**src/rtl/axi4lite_pkg.sv**
```systemverilog
// Constants shared by the AXI4-Lite master and slave endpoints.
package axi4lite_pkg;

    localparam int DATA_WIDTH = 32;
    localparam int STRB_WIDTH = 4;

    localparam logic [1:0] RESP_OKAY   = 2'b00;
    localparam logic [1:0] RESP_SLVERR = 2'b10;

    function automatic logic [1:0] resp_for(input logic in_range);
        return in_range ? RESP_OKAY : RESP_SLVERR;
    endfunction

endpackage

```
**src/rtl/axi4lite_regfile.sv**
```systemverilog
// NREGS x 32 register bank: one byte-strobed write port, one combinational
// read port, flattened contents and a registered per-register write pulse.
module axi4lite_regfile
    import axi4lite_pkg::*;
#(
    parameter int NREGS = 16,
    parameter int IDX_W = 10
) (
    input  logic                        clk,
    input  logic                        rst,
    input  logic                        we,
    input  logic [IDX_W-1:0]            wr_idx,
    input  logic [DATA_WIDTH-1:0]       wr_data,
    input  logic [STRB_WIDTH-1:0]       wr_strb,
    input  logic [IDX_W-1:0]            rd_idx,
    output logic [DATA_WIDTH-1:0]       rd_data,
    output logic [NREGS*DATA_WIDTH-1:0] reg_q,
    output logic [NREGS-1:0]            wr_pulse
);

    logic [NREGS-1:0] wr_sel;
    logic [NREGS-1:0] wr_pulse_reg;

    genvar gi;
    generate
        for (gi = 0; gi < NREGS; gi++) begin : g_reg
            logic [DATA_WIDTH-1:0] q_reg;

            assign wr_sel[gi] = we && (wr_idx == IDX_W'(gi));

            always_ff @(posedge clk or posedge rst) begin
                if (rst) begin
                    q_reg <= '0;
                end else if (wr_sel[gi]) begin
                    for (int b = 0; b < STRB_WIDTH; b++) begin
                        if (wr_strb[b]) begin
                            q_reg[8*b +: 8] <= wr_data[8*b +: 8];
                        end
                    end
                end
            end

            assign reg_q[DATA_WIDTH*gi +: DATA_WIDTH] = q_reg;
        end
    endgenerate

    // Pulse fires even for an all-zero strobe: the access itself is the event.
    always_ff @(posedge clk or posedge rst) begin
        if (rst) begin
            wr_pulse_reg <= '0;
        end else begin
            wr_pulse_reg <= wr_sel;
        end
    end

    assign wr_pulse = wr_pulse_reg;

    always_comb begin
        rd_data = '0;
        for (int k = 0; k < NREGS; k++) begin
            if (rd_idx == IDX_W'(k)) begin
                rd_data = reg_q[DATA_WIDTH*k +: DATA_WIDTH];
            end
        end
    end

endmodule

```
**src/rtl/axi4lite_slave_regs.sv**
```systemverilog
// AXI4-Lite slave terminating all five channels onto an NREGS x 32 register
// bank; AW and W are buffered independently and committed together.
module axi4lite_slave_regs
    import axi4lite_pkg::*;
#(
    parameter int ADDR_WIDTH = 12,
    parameter int NREGS      = 16
) (
    input  logic                        ACLK,
    input  logic                        ARESET,
    input  logic                        AWVALID,
    output logic                        AWREADY,
    input  logic [ADDR_WIDTH-1:0]       AWADDR,
    input  logic [2:0]                  AWPROT,
    input  logic                        WVALID,
    output logic                        WREADY,
    input  logic [DATA_WIDTH-1:0]       WDATA,
    input  logic [STRB_WIDTH-1:0]       WSTRB,
    output logic                        BVALID,
    input  logic                        BREADY,
    output logic [1:0]                  BRESP,
    input  logic                        ARVALID,
    output logic                        ARREADY,
    input  logic [ADDR_WIDTH-1:0]       ARADDR,
    input  logic [2:0]                  ARPROT,
    output logic                        RVALID,
    input  logic                        RREADY,
    output logic [DATA_WIDTH-1:0]       RDATA,
    output logic [1:0]                  RRESP,
    output logic [NREGS*DATA_WIDTH-1:0] reg_q,
    output logic [NREGS-1:0]            wr_pulse
);

    localparam int IDX_W = ADDR_WIDTH - 2;

    logic                  aw_full_reg;
    logic [IDX_W-1:0]      aw_idx_reg;
    logic                  w_full_reg;
    logic [DATA_WIDTH-1:0] w_data_reg;
    logic [STRB_WIDTH-1:0] w_strb_reg;
    logic                  bvalid_reg;
    logic [1:0]            bresp_reg;
    logic                  rvalid_reg;
    logic [DATA_WIDTH-1:0] rdata_reg;
    logic [1:0]            rresp_reg;

    logic                  commit;
    logic                  aw_in_range;
    logic                  ar_in_range;
    logic                  ar_hs;
    logic [IDX_W-1:0]      ar_idx;
    logic [DATA_WIDTH-1:0] rd_data;
    logic                  unused_bits;

    assign unused_bits = ^{AWPROT, ARPROT, AWADDR[1:0], ARADDR[1:0]};

    assign ar_idx      = ARADDR[ADDR_WIDTH-1:2];
    assign aw_in_range = 32'(aw_idx_reg) < 32'(NREGS);
    assign ar_in_range = 32'(ar_idx) < 32'(NREGS);

    // A pending response blocks the next commit unless it is consumed this edge.
    assign commit = aw_full_reg && w_full_reg && (!bvalid_reg || BREADY);
    assign ar_hs  = ARVALID && !rvalid_reg;

    always_ff @(posedge ACLK or posedge ARESET) begin
        if (ARESET) begin
            aw_full_reg <= 1'b0;
            aw_idx_reg  <= '0;
            w_full_reg  <= 1'b0;
            w_data_reg  <= '0;
            w_strb_reg  <= '0;
            bvalid_reg  <= 1'b0;
            bresp_reg   <= RESP_OKAY;
        end else begin
            if (commit) begin
                aw_full_reg <= 1'b0;
            end else if (AWVALID && !aw_full_reg) begin
                aw_full_reg <= 1'b1;
                aw_idx_reg  <= AWADDR[ADDR_WIDTH-1:2];
            end

            if (commit) begin
                w_full_reg <= 1'b0;
            end else if (WVALID && !w_full_reg) begin
                w_full_reg <= 1'b1;
                w_data_reg <= WDATA;
                w_strb_reg <= WSTRB;
            end

            if (commit) begin
                bvalid_reg <= 1'b1;
                bresp_reg  <= resp_for(aw_in_range);
            end else if (BREADY) begin
                bvalid_reg <= 1'b0;
            end
        end
    end

    always_ff @(posedge ACLK or posedge ARESET) begin
        if (ARESET) begin
            rvalid_reg <= 1'b0;
            rdata_reg  <= '0;
            rresp_reg  <= RESP_OKAY;
        end else if (ar_hs) begin
            rvalid_reg <= 1'b1;
            rdata_reg  <= ar_in_range ? rd_data : '0;
            rresp_reg  <= resp_for(ar_in_range);
        end else if (RREADY) begin
            rvalid_reg <= 1'b0;
        end
    end

    axi4lite_regfile #(
        .NREGS (NREGS),
        .IDX_W (IDX_W)
    ) u_regfile (
        .clk      (ACLK),
        .rst      (ARESET),
        .we       (commit && aw_in_range),
        .wr_idx   (aw_idx_reg),
        .wr_data  (w_data_reg),
        .wr_strb  (w_strb_reg),
        .rd_idx   (ar_idx),
        .rd_data  (rd_data),
        .reg_q    (reg_q),
        .wr_pulse (wr_pulse)
    );

    assign AWREADY = !aw_full_reg;
    assign WREADY  = !w_full_reg;
    assign BVALID  = bvalid_reg;
    assign BRESP   = bresp_reg;
    assign ARREADY = !rvalid_reg;
    assign RVALID  = rvalid_reg;
    assign RDATA   = rdata_reg;
    assign RRESP   = rresp_reg;

endmodule

```
**config.mk**
```make
export PLATFORM = sky130hd
export DESIGN_NAME = axi4lite_slave_regs
export DESIGN_NICKNAME = d
export VERILOG_FILES = /design/src/rtl/axi4lite_pkg.sv /design/src/rtl/axi4lite_regfile.sv /design/src/rtl/axi4lite_slave_regs.sv
export SDC_FILE = /design/constraint.sdc
export NUM_CORES = 1
export LEC_CHECK = 0
export CORE_AREA = 2 2 269 271
export DETAILED_ROUTE_END_ITERATION = 6
export DIE_AREA = 0 0 271 273
export GPL_TIMING_DRIVEN = 1
export MAX_ROUTING_LAYER = met4
export PLACE_DENSITY = 0.65
export SLEW_MARGIN = 20
export SYNTH_ARGS = -nofsm -noshare
export SYNTH_HDL_FRONTEND = slang
export SYNTH_SLANG_ARGS = --single-unit
```
**constraint.sdc**
```tcl
create_clock -name ACLK -period 28.5 [get_ports ACLK]
set_clock_uncertainty 0.15 [all_clocks]
set_input_delay 5.7 -clock ACLK [delete_from_list [all_inputs] [get_ports ACLK]]
set_output_delay 5.7 -clock ACLK [all_outputs]
set_load 0.03 [all_outputs]
```
==> results of run 1 <==
==> power groups by stage <==
stage          Clock (uW)  Sequential, uW  Combinational (uW)
2_1_floorplan           0            1080                 216
3_3_place_gp            0            1130                 363
3_5_place_dp            0            1130                 369
4_1_cts               959            1120                 371
5_1_grt               994            1140                 387
6_report              952            1130                 372
==> cell families after synthesis <==
group / after synthesis / share of synthesized area (%)
mux: 635 / 26.2
buf+inv: 162 / 2.43
other cells: 1 / 0.0133
compound gates: 440 / 10.3
simple gates: 396 / 6.67
flops: 612 / 54.5
==> worst max path at each step <==
stage                 from  slack [ps]                                   endpoint
global placement    ARESET       18720                 w_data_reg[26]$_DFFE_PP0P_
detailed placement  ARESET       18590                 w_data_reg[27]$_DFFE_PP0P_
finish              ARESET       19380  u_regfile.g_reg[15].q_reg[28]$_DFFE_PP0P_
CTS                 ARESET       19240   u_regfile.g_reg[4].q_reg[24]$_DFFE_PP0P_
global route        ARESET       18840   u_regfile.g_reg[3].q_reg[24]$_DFFE_PP0P_
floorplan           ARESET        5510                       BRESP[1]$_DFFE_PP0P_
==> worst max-delay path, delay by kind of cell <==
kind	cells	cell delay, ps
buffers and inverters	5	3710
==> stage by stage <==
stage          hold slack (ps)  cells
5_1_grt                    371   3858
6_report                   339   3859
2_1_floorplan              331   2247
3_5_place_dp               323   3727
3_3_place_gp               317   3727
4_1_cts                    337   3853
==> cells in the mapped netlist, drive strengths merged (17+ instances only) <==
| master | instances | share of area, % |
|---|---|---|
| o22ai | 24 | 0.53 |
| mux2i | 39 | 1.4 |
| a211oi | 17 | 0.45 |
| mux4 | 23 | 1.8 |
| dfrtp | 612 | 54 |
| nor3 | 22 | 0.46 |
| o21ai | 104 | 1.9 |
| nand3 | 20 | 0.36 |
| clkbuf | 97 | 1.3 |
| a221oi | 21 | 0.65 |
| nand2 | 134 | 1.9 |
| a22oi | 18 | 0.48 |
| nor2b | 21 | 0.47 |
| nand2b | 18 | 0.40 |
| a21oi | 109 | 1.9 |
| buf | 55 | 1.0 |
| mux2 | 573 | 23 |
| nor2 | 132 | 1.8 |
==> layer usage <==
layer  vias up  track usage (%)  part of all wire [%]
met3       330             9.65                    10
li1       9517                -                     -
met2      1506             55.7                    46
met1     12400             45.3                    39
met4         0             17.1                   5.2
met5         -                -                     0
==> cell usage in the layout (no fill, tap or decap), types with 16 or more instances in the layout <==
cell type and n:
clkdlybuf4s50_1 625, dfrtp_1 612, mux2_2 560, nor2_1 126, nand2_1 121, a21oi_1 109
o21ai_0 102, clkbuf_16 72, buf_4 53, mux2i_1 39, o22ai_1 24, mux4_2 23
a221oi_1 21, nand3_1 20, clkbuf_8 20, a22oi_1 18, nand2b_1 17, nor3_1 17
a211oi_1 17, clkbuf_1 17, a31oi_1 16, o221ai_1 16
==> cell type report <==
cell class,instances,area share (%)
multi-input cells,1473,32.2
clock inverters,17,0.681
repair buffers,682,17.7
flip-flops and latches,612,40.5
inverters,10,0.119
clock buffers,109,5.66
well taps,950,3.14
diodes,6,0.0397
==> flow_summary_export.csv, run 1 <==
group,metric,value,unit
status,run_status,"complete, no violations",
run,cap_violations,0,
sta,rsz0062_at_grt,"no",
grt,grt_pass1_vias,23800,
sta,hold_violations,0,
sta,relSlewSlack,15.7,%
layout,multiInputGateArea,12200,sq um
critical_path,cp.required,28950,ps
yosys,ys_warn_count,0,
yosys,synth_seq_cells,612,
sta,setup_slack,19380,ps
clock_tree,clockRootBuffer,"clkbuf_16",
clock_tree,clockBufferDepth,3,
power_and_ir_drop,p_leak,0.0170,uW
clock_tree,clk_pin_slew,60,ps
critical_path,crit_top_cell,"buf_4",
drt,routed_via_density,6.16,
clock_tree,numCtsBuffers,69,
die,boundaryPins,642,
placement,place_congestion,0.890,
power_and_ir_drop,p_int,1660,uW
sta,clock.fmax,110,MHz
critical_path,worstSetupEndpointType,"asynchronous set/reset pin",
clock_tree,tritoncts,"yes",
drt,route.detailed.drc,0,
critical_path,reg2reg_to,"u_regfile.g_reg[10].q_reg[7]$_DFFE_PP0P_",
yosys,syn-cell-area,28100,sq um
grt,antenna_found_initial,12,
min_path,hp-start,"RDATA[16]$_DFFE_PP0P_",
clock_tree,postCtsHoldBufs,0,
placement,post_dp_cell_area,35400,sq um
die,die_width,271,um
grt,grt_use_total,36.5,%
critical_path,rrSetupSlack,24940,ps
power_and_ir_drop,p_total,2450,uW
critical_path,crit_chain,"clkdlybuf4s50_1 > inv_8 > buf_4 > buf_4 > buf_4",
yosys,synth.avg_cell_area,12.5,sq um
critical_path,max_stage_delay,900,ps
yosys,synth_cell_types,74,
critical_path,crit_arrival,9570,ps
sta,final.setup.tns,0,ps
drt,dr.pass1.iters,7,
layout,area_growth,34.5,%
critical_path,worst_path_max_delay_cell,"buf_4",
sta,finalCritPeriodShare,32.0,%
layout,design_area,37800,sq um
critical_path,r2r_start,"aw_idx_reg[9]$_DFFE_PP0P_",
die,die_area,74000,sq um
grt,grt_pass1_wl,185000,um
power_and_ir_drop,comb_power_share,15.2,%
power_and_ir_drop,ir_worst_vdd,50.6,uV
placement,place_ws,18590,ps
placement,port_buffers,629,
die,design.core.area,71000,sq um
power_and_ir_drop,p_per_area,64.7,nW/um^2
layout,nFillCells,6094,
min_path,holdPathEnd,"RDATA[16]$_DFFE_PP0P_",
critical_path,critPathLaunchType,"input port",
yosys,synthCells,2246,
yosys,yosysSeqAreaShare,54.5,%
sta,final.min_clock_period,9120,ps
die,fp-row-count,98,
power_and_ir_drop,p_switching,789,uW
sta,drv_slew,0,
layout,fin_nets,2921,
critical_path,worstRegToRegCells,7,
layout,area.sequential,15300,sq um
power_and_ir_drop,pwr-share-seq,46.0,%
critical_path,critPathMaxFanout,120,
drt,wirelength,134000,um
power_and_ir_drop,swShare,32.2,%
min_path,holdPathStages,1,
clock_tree,numClockSinks,612,
yosys,synth-async-reset-ratio,100,%
placement,post-dp-hpwl,92600,um
grt,grt_max_degree,121,
sta,setup_viol,0,
yosys,synth_edf_count,0,
clock_tree,cts_setup_buffers,0,
power_and_ir_drop,pwr-share-clk,38.9,%
sta,worstMarginPinSlew,1260,ps
min_path,min_path_type,"register to register",
clock_tree,ctsResizeCount,0,
layout,largest_reg_flops,512,
drt,drtAntennaViolNets,0,
die,initial_utilization,39.6,%
drt,routed-via-count,23800,
die,die_h,273,um
drt,wl_per_cell,34.8,um
critical_path,worstSetupPathType,"input port to asynchronous set/reset pin",
layout,fin_util,53.3,%
yosys,yosys_most_used_dff,"dfrtp_1",
drt,drt-initial-drc-count,2619,
layout,final_layout_size_suffix_gt1_share,27.3,%
grt,globalRouteOverflowTotal,0,
clock_tree,cts_max_level,3,
clock_tree,insertion_delay,620,ps
Power figures use the tool's default switching activity.
==> run 2, diff against run 1 <==
==> constraint.sdc (replaced) <==
create_clock -name ACLK -period 8.78 [get_ports ACLK]
set_clock_uncertainty 0.15 [all_clocks]
set_input_delay 1.756 -clock ACLK [delete_from_list [all_inputs] [get_ports ACLK]]
set_output_delay 1.756 -clock ACLK [all_outputs]
set_load 0.03 [all_outputs]
==> flow_summary_export.csv, run 2 (synthesized netlist as in run 1, its figures left out) <==
group,metric,value,unit
placement,port_buffers,629,
sta,drv_slew,0,
clock_tree,numClockSinks,612,
sta,clock.fmax,188,MHz
clock_tree,clockBufferDepth,3,
clock_tree,clk_pin_slew,60,ps
min_path,holdPathEnd,"RDATA[26]$_DFFE_PP0P_",
drt,route.detailed.drc,0,
placement,place_ws,3090,ps
layout,largest_reg_flops,512,
min_path,hp-start,"RDATA[26]$_DFFE_PP0P_",
critical_path,crit_arrival,5650,ps
clock_tree,tritoncts,"yes",
sta,hold_violations,0,
drt,routed-via-count,23600,
clock_tree,cts_max_level,3,
min_path,holdPathStages,2,
placement,dp_cells,3724,
die,design.core.area,71000,sq um
layout,nFillCells,6019,
layout,area_growth,34.3,%
layout,final_common_cell,"clkdlybuf4s50_1",
sta,setup_viol,0,
layout,fin_cells,3860,
power_and_ir_drop,swShare,32.8,%
sta,final.min_clock_period,5320,ps
clock_tree,clockRootBuffer,"clkbuf_16",
clock_tree,insertion_delay,620,ps
power_and_ir_drop,p_int,5260,uW
die,die_width,271,um
grt,grt_pass1_vias,23900,
sta,worstMarginPinSlew,1260,ps
power_and_ir_drop,p_per_area,207,nW/um^2
layout,multiInputGateArea,12200,sq um
clock_tree,ctsResizeCount,0,
critical_path,r2r_start,"aw_idx_reg[9]$_DFFE_PP0P_",
critical_path,reg2reg_to,"u_regfile.g_reg[9].q_reg[7]$_DFFE_PP0P_",
critical_path,worstSetupPathType,"input port to register",
layout,final_layout_size_suffix_gt1_share,27.3,%
die,die_h,273,um
grt,antenna_found_initial,7,
critical_path,critPathMaxFanout,40,
power_and_ir_drop,comb_power_share,15.4,%
layout,design_area,37800,sq um
sta,relSlewSlack,15.8,%
placement,post-dp-hpwl,92100,um
power_and_ir_drop,pwr-share-seq,46.7,%
die,fp-row-count,98,
sta,setup_slack,3460,ps
grt,grt_max_degree,180,
layout,area.sequential,15300,sq um
sta,finalCritPeriodShare,60.6,%
clock_tree,postCtsHoldBufs,0,
layout,final_cell_mix,"clkdlybuf4s50_1, dfrtp_1, mux2_2",
power_and_ir_drop,pwr-share-clk,37.9,%
critical_path,worstRegToRegCells,7,
critical_path,rrSetupSlack,5240,ps
grt,globalRouteOverflowTotal,0,
drt,routed_via_density,6.12,
grt,grt_pass1_wl,185000,um
sta,rsz0062_at_grt,"no",
power_and_ir_drop,p_leak,0.0170,uW
critical_path,critPathLaunchType,"input port",
clock_tree,cts_setup_buffers,0,
min_path,min_path_type,"register to register",
power_and_ir_drop,ir_worst_vdd,233,uV
clock_tree,numCtsBuffers,70,
status,run_status,"complete, no violations",
die,boundaryPins,642,
drt,drtAntennaViolNets,0,
critical_path,worstSetupEndpointType,"register",
drt,drt-initial-drc-count,2625,
run,cap_violations,0,
drt,wl_per_cell,34.5,um
placement,post_dp_cell_area,35400,sq um
die,initial_utilization,39.6,%
grt,grt_use_total,36.3,%
die,die_area,74000,sq um
power_and_ir_drop,p_switching,2570,uW
drt,wirelength,133000,um
drt,dr.pass1.iters,6,
layout,fin_nets,2919,
placement,place_congestion,0.930,
critical_path,cp.required,9110,ps
==> run 2: power by group through the flow <==
stage | clock network (uW) | logic [uW] | registers [uW]
floorplan | 0 | 700 | 3490
global placement | 0 | 1180 | 3660
detailed placement | 0 | 1200 | 3690
CTS | 2990 | 1200 | 3640
global route | 3100 | 1260 | 3700
finish | 2970 | 1210 | 3660
==> run 2: layer usage <==
metal  share of wire [%]  GRT usage [%]
met5                   0              -
met4                 4.3           15.1
met3                 9.1           9.47
met2                  47           55.6
met1                  40           45.6
==> run 2: how the worst max path moves through the flow <==
stage / start / endpoint / slack, ps / cells past startpoint
after global placement: ARADDR[5] / RDATA[29]$_DFFE_PP0P_ / 3090 / 8
after floorplan: ARESET / BRESP[1]$_DFFE_PP0P_ / -1480 / 1
after CTS: ARADDR[5] / RDATA[29]$_DFFE_PP0P_ / 3710 / 8
after detailed placement: ARADDR[5] / RDATA[29]$_DFFE_PP0P_ / 3090 / 8
final: ARADDR[5] / RDATA[29]$_DFFE_PP0P_ / 3460 / 8
after global routing: ARADDR[5] / RDATA[29]$_DFFE_PP0P_ / 3430 / 8
==> run 2: metrics by stage <==
step | setup TNS, ps | total power [uW] | hold WS (ps) | utilization, %
after floorplan | -903970 | 4190 | 331 | -
after global placement | 0 | 4840 | 316 | 49.9
after detailed placement | 0 | 4890 | 342 | 49.9
after CTS | 0 | 7830 | 357 | 53.2
after global routing | 0 | 8060 | 365 | 53.2
final | 0 | 7830 | 356 | 53.2
==> run 2: cell type report <==
type	count	share of cell area [%]
Tap cell	950	3.15
Timing Repair Buffer	679	17.8
Multi-Input combinational cell	1473	32.2
Clock inverter	23	0.553
Sequential cell	612	40.5
Antenna cell	9	0.0596
Clock buffer	104	5.57
Inverter	10	0.109
==> run 2: critical path, stage by stage <==
cell,delay (ps)
buf_2,840
and2_1,240
buf_4,380
nand3_1,850
nor2_1,1100
nor2_1,110
o21ai_0,210
nor2_1,70
==> RTL edit, RTL diff (config.mk and constraints of run 2) <==
Reset style: synchronous (`ARESET` and `rst`), changed in 4 clocked blocks.
--- a/src/rtl/axi4lite_regfile.sv
+++ b/src/rtl/axi4lite_regfile.sv
@@ -30,3 +30,3 @@
 
-            always_ff @(posedge clk or posedge rst) begin
+            always_ff @(posedge clk) begin
                 if (rst) begin
@@ -47,3 +47,3 @@
     // Pulse fires even for an all-zero strobe: the access itself is the event.
-    always_ff @(posedge clk or posedge rst) begin
+    always_ff @(posedge clk) begin
         if (rst) begin
--- a/src/rtl/axi4lite_slave_regs.sv
+++ b/src/rtl/axi4lite_slave_regs.sv
@@ -64,3 +64,3 @@
 
-    always_ff @(posedge ACLK or posedge ARESET) begin
+    always_ff @(posedge ACLK) begin
         if (ARESET) begin
@@ -98,3 +98,3 @@
 
-    always_ff @(posedge ACLK or posedge ARESET) begin
+    always_ff @(posedge ACLK) begin
         if (ARESET) begin
Formal check against the unedited RTL: differs if ARESET is asserted again (counterexample within 4 cycles, from zero or initial values and one cycle with ARESET high); with ARESET held inactive, the same outputs for 4 cycles.
==> RTL edit against run 2 <==
Sequential share of layout area shrank 6.7 points. First-iteration DRC count increased by 68%. Design area shrank 3.9%. Count of clock-buffer cells in the layout up 1. Area after synthesis decreased by 2.0%. Via count rose by 30%. Cell count up 29%. Worst setup slack got worse by 0.25 ns. Wire length grew 9.9%. Sequential cell count is the same. Global-route usage increased by 2.4 points. Critical path type unchanged. Critical endpoint is now RDATA[14]. Largest cell class is now multi-input gates.
Power is not compared: it rests on default switching activity, and its combinational part moved more than twofold at a synthesized area within 25%.
==> RTL edit: results (changes against run 2) <==
[run_status]
status = finished, final reports clean

[detailed_routing]
vias = 30800  ; +30%
drt_iter0_markers = 4405  ; +68%
wl_per_cell_um = 29.3  ; -15%

[min_path]
hold_path_end = aw_idx_reg[6]
hp-start = aw_idx_reg[6]

[setup_path]
reg2reg_depth = 8  ; +1
crit_path_max_fanout = 17  ; -57%
arrival_ns = 5.96  ; +0.31 ns
reg2reg_setup_slack_ns = 5.61  ; +0.37 ns
reg2reg_to = RDATA[24]

[grt]
grt_max_degree = 219  ; +22%
antenna_found_initial = 3  ; -4
grt.total_usage_pct = 38.7  ; +2.4 points
grt_pass1_vias = 27900  ; +16%
grt_first_pass_wirelength_mm = 204  ; +11%

[sta]
max_slew_margin_pct = 13.2  ; -2.7 points

[final_layout]
nNetsFinal = 4056  ; +39%
buf_share_pct = 18.7  ; +0.91 points
area_delta_synth_final_pct = 31.7
sh_seq_area_pct = 33.8  ; -6.7 points
multi_input_area_share_pct = 37.6  ; +5.4 points
num-fill-cells = 6883  ; +14%
nNonClkBuffers = 688  ; +1.3%
final_cell_count_no_fill = 4989  ; +29%
nNonClkInverters = 12  ; +2
antenna_cells = 3  ; -6
nClkBuffers = 105  ; +0.96%
drive_gt1_share_pct = 6.22  ; -21 points
nFlopsAndLatches = 612  ; unchanged
comb.multi_input.count = 2600  ; +77%

[logic_synthesis]
synth_cell_types = 77  ; +4.1%
synthFlopType = dfxtp_1
seq_area_frac_synth_pct = 44.5  ; -10 points
synth_top_area_cell = dfxtp_1
syn_inst = 3584  ; +60%
synth_common_cells = nand2_1, a21oi_1, dfxtp_1

[clock_network]
insertion_delay_ns = 0.64  ; +0.02 ns
cts_buffers = 69  ; -1.4%
clk_pin_slew_ns = 0.06  ; about the same

[placed_design]
dpl-instance-area_um2 = 33900  ; -4.3%
hpwl_mm = 101  ; +9.5%
dpl.cell_count = 4861  ; +31%
gp_congestion = 1.02  ; +10%

-- RTL edit: critical path, cell delays in order --
cell and delay [ns]:
clkdlybuf4s50_1 0.68, nor4_1 1.05, nand2b_1 0.90, a211oi_4 0.91, a21oi_1 0.13, a2111oi_2 0.37
a211o_1 0.14
-- RTL edit: through the flow --
step / util (%) / setup WS [ns]
after floorplan: - / 5.24
after global placement: 47.8 / 2.94
after detailed placement: 47.8 / 2.95
after CTS: 51.1 / 3.57
after global routing: 51.1 / 3.39
final: 51.1 / 3.21
-- RTL edit: cells by family (layout without fill, tap and decap cells) --
kind of cell	Yosys count	count (layout)	share of synthesized area, %
flip-flops	612	612	44.5
AND/OR/NAND/NOR	1505	1505	25.0
AO/OA/AOI/OAI	1011	1011	20.7
multiplexers	82	82	3.73
buffers and inverters	373	824	6.12
other	1	5	0.0136
-- RTL edit: how the worst max path moves through the flow --
stage	start	to	slack (ns)
2_1_floorplan	ARADDR[10]	RDATA[20]	5.24
3_3_place_gp	ARADDR[6]	RDATA[20]	2.94
3_5_place_dp	ARADDR[6]	RDATA[14]	2.95
4_1_cts	ARADDR[6]	RDATA[14]	3.57
5_1_grt	ARADDR[6]	RDATA[14]	3.39
6_report	ARADDR[6]	RDATA[14]	3.21
-- RTL edit: report_power, final --
group	total (uW)	internal (uW)	switching, uW
Sequential	2880	2790	88.1
Clock	3060	1800	1260
Combinational	397	97.1	300
-- RTL edit: per-layer routing --
layer	up-vias	GRT usage [%]	part of all wire, %
met5	-	-	0
li1	13400	-	-
met1	14700	46.0	36
met2	2189	60.1	45
met4	0	19.8	6.4
met3	456	10.5	12
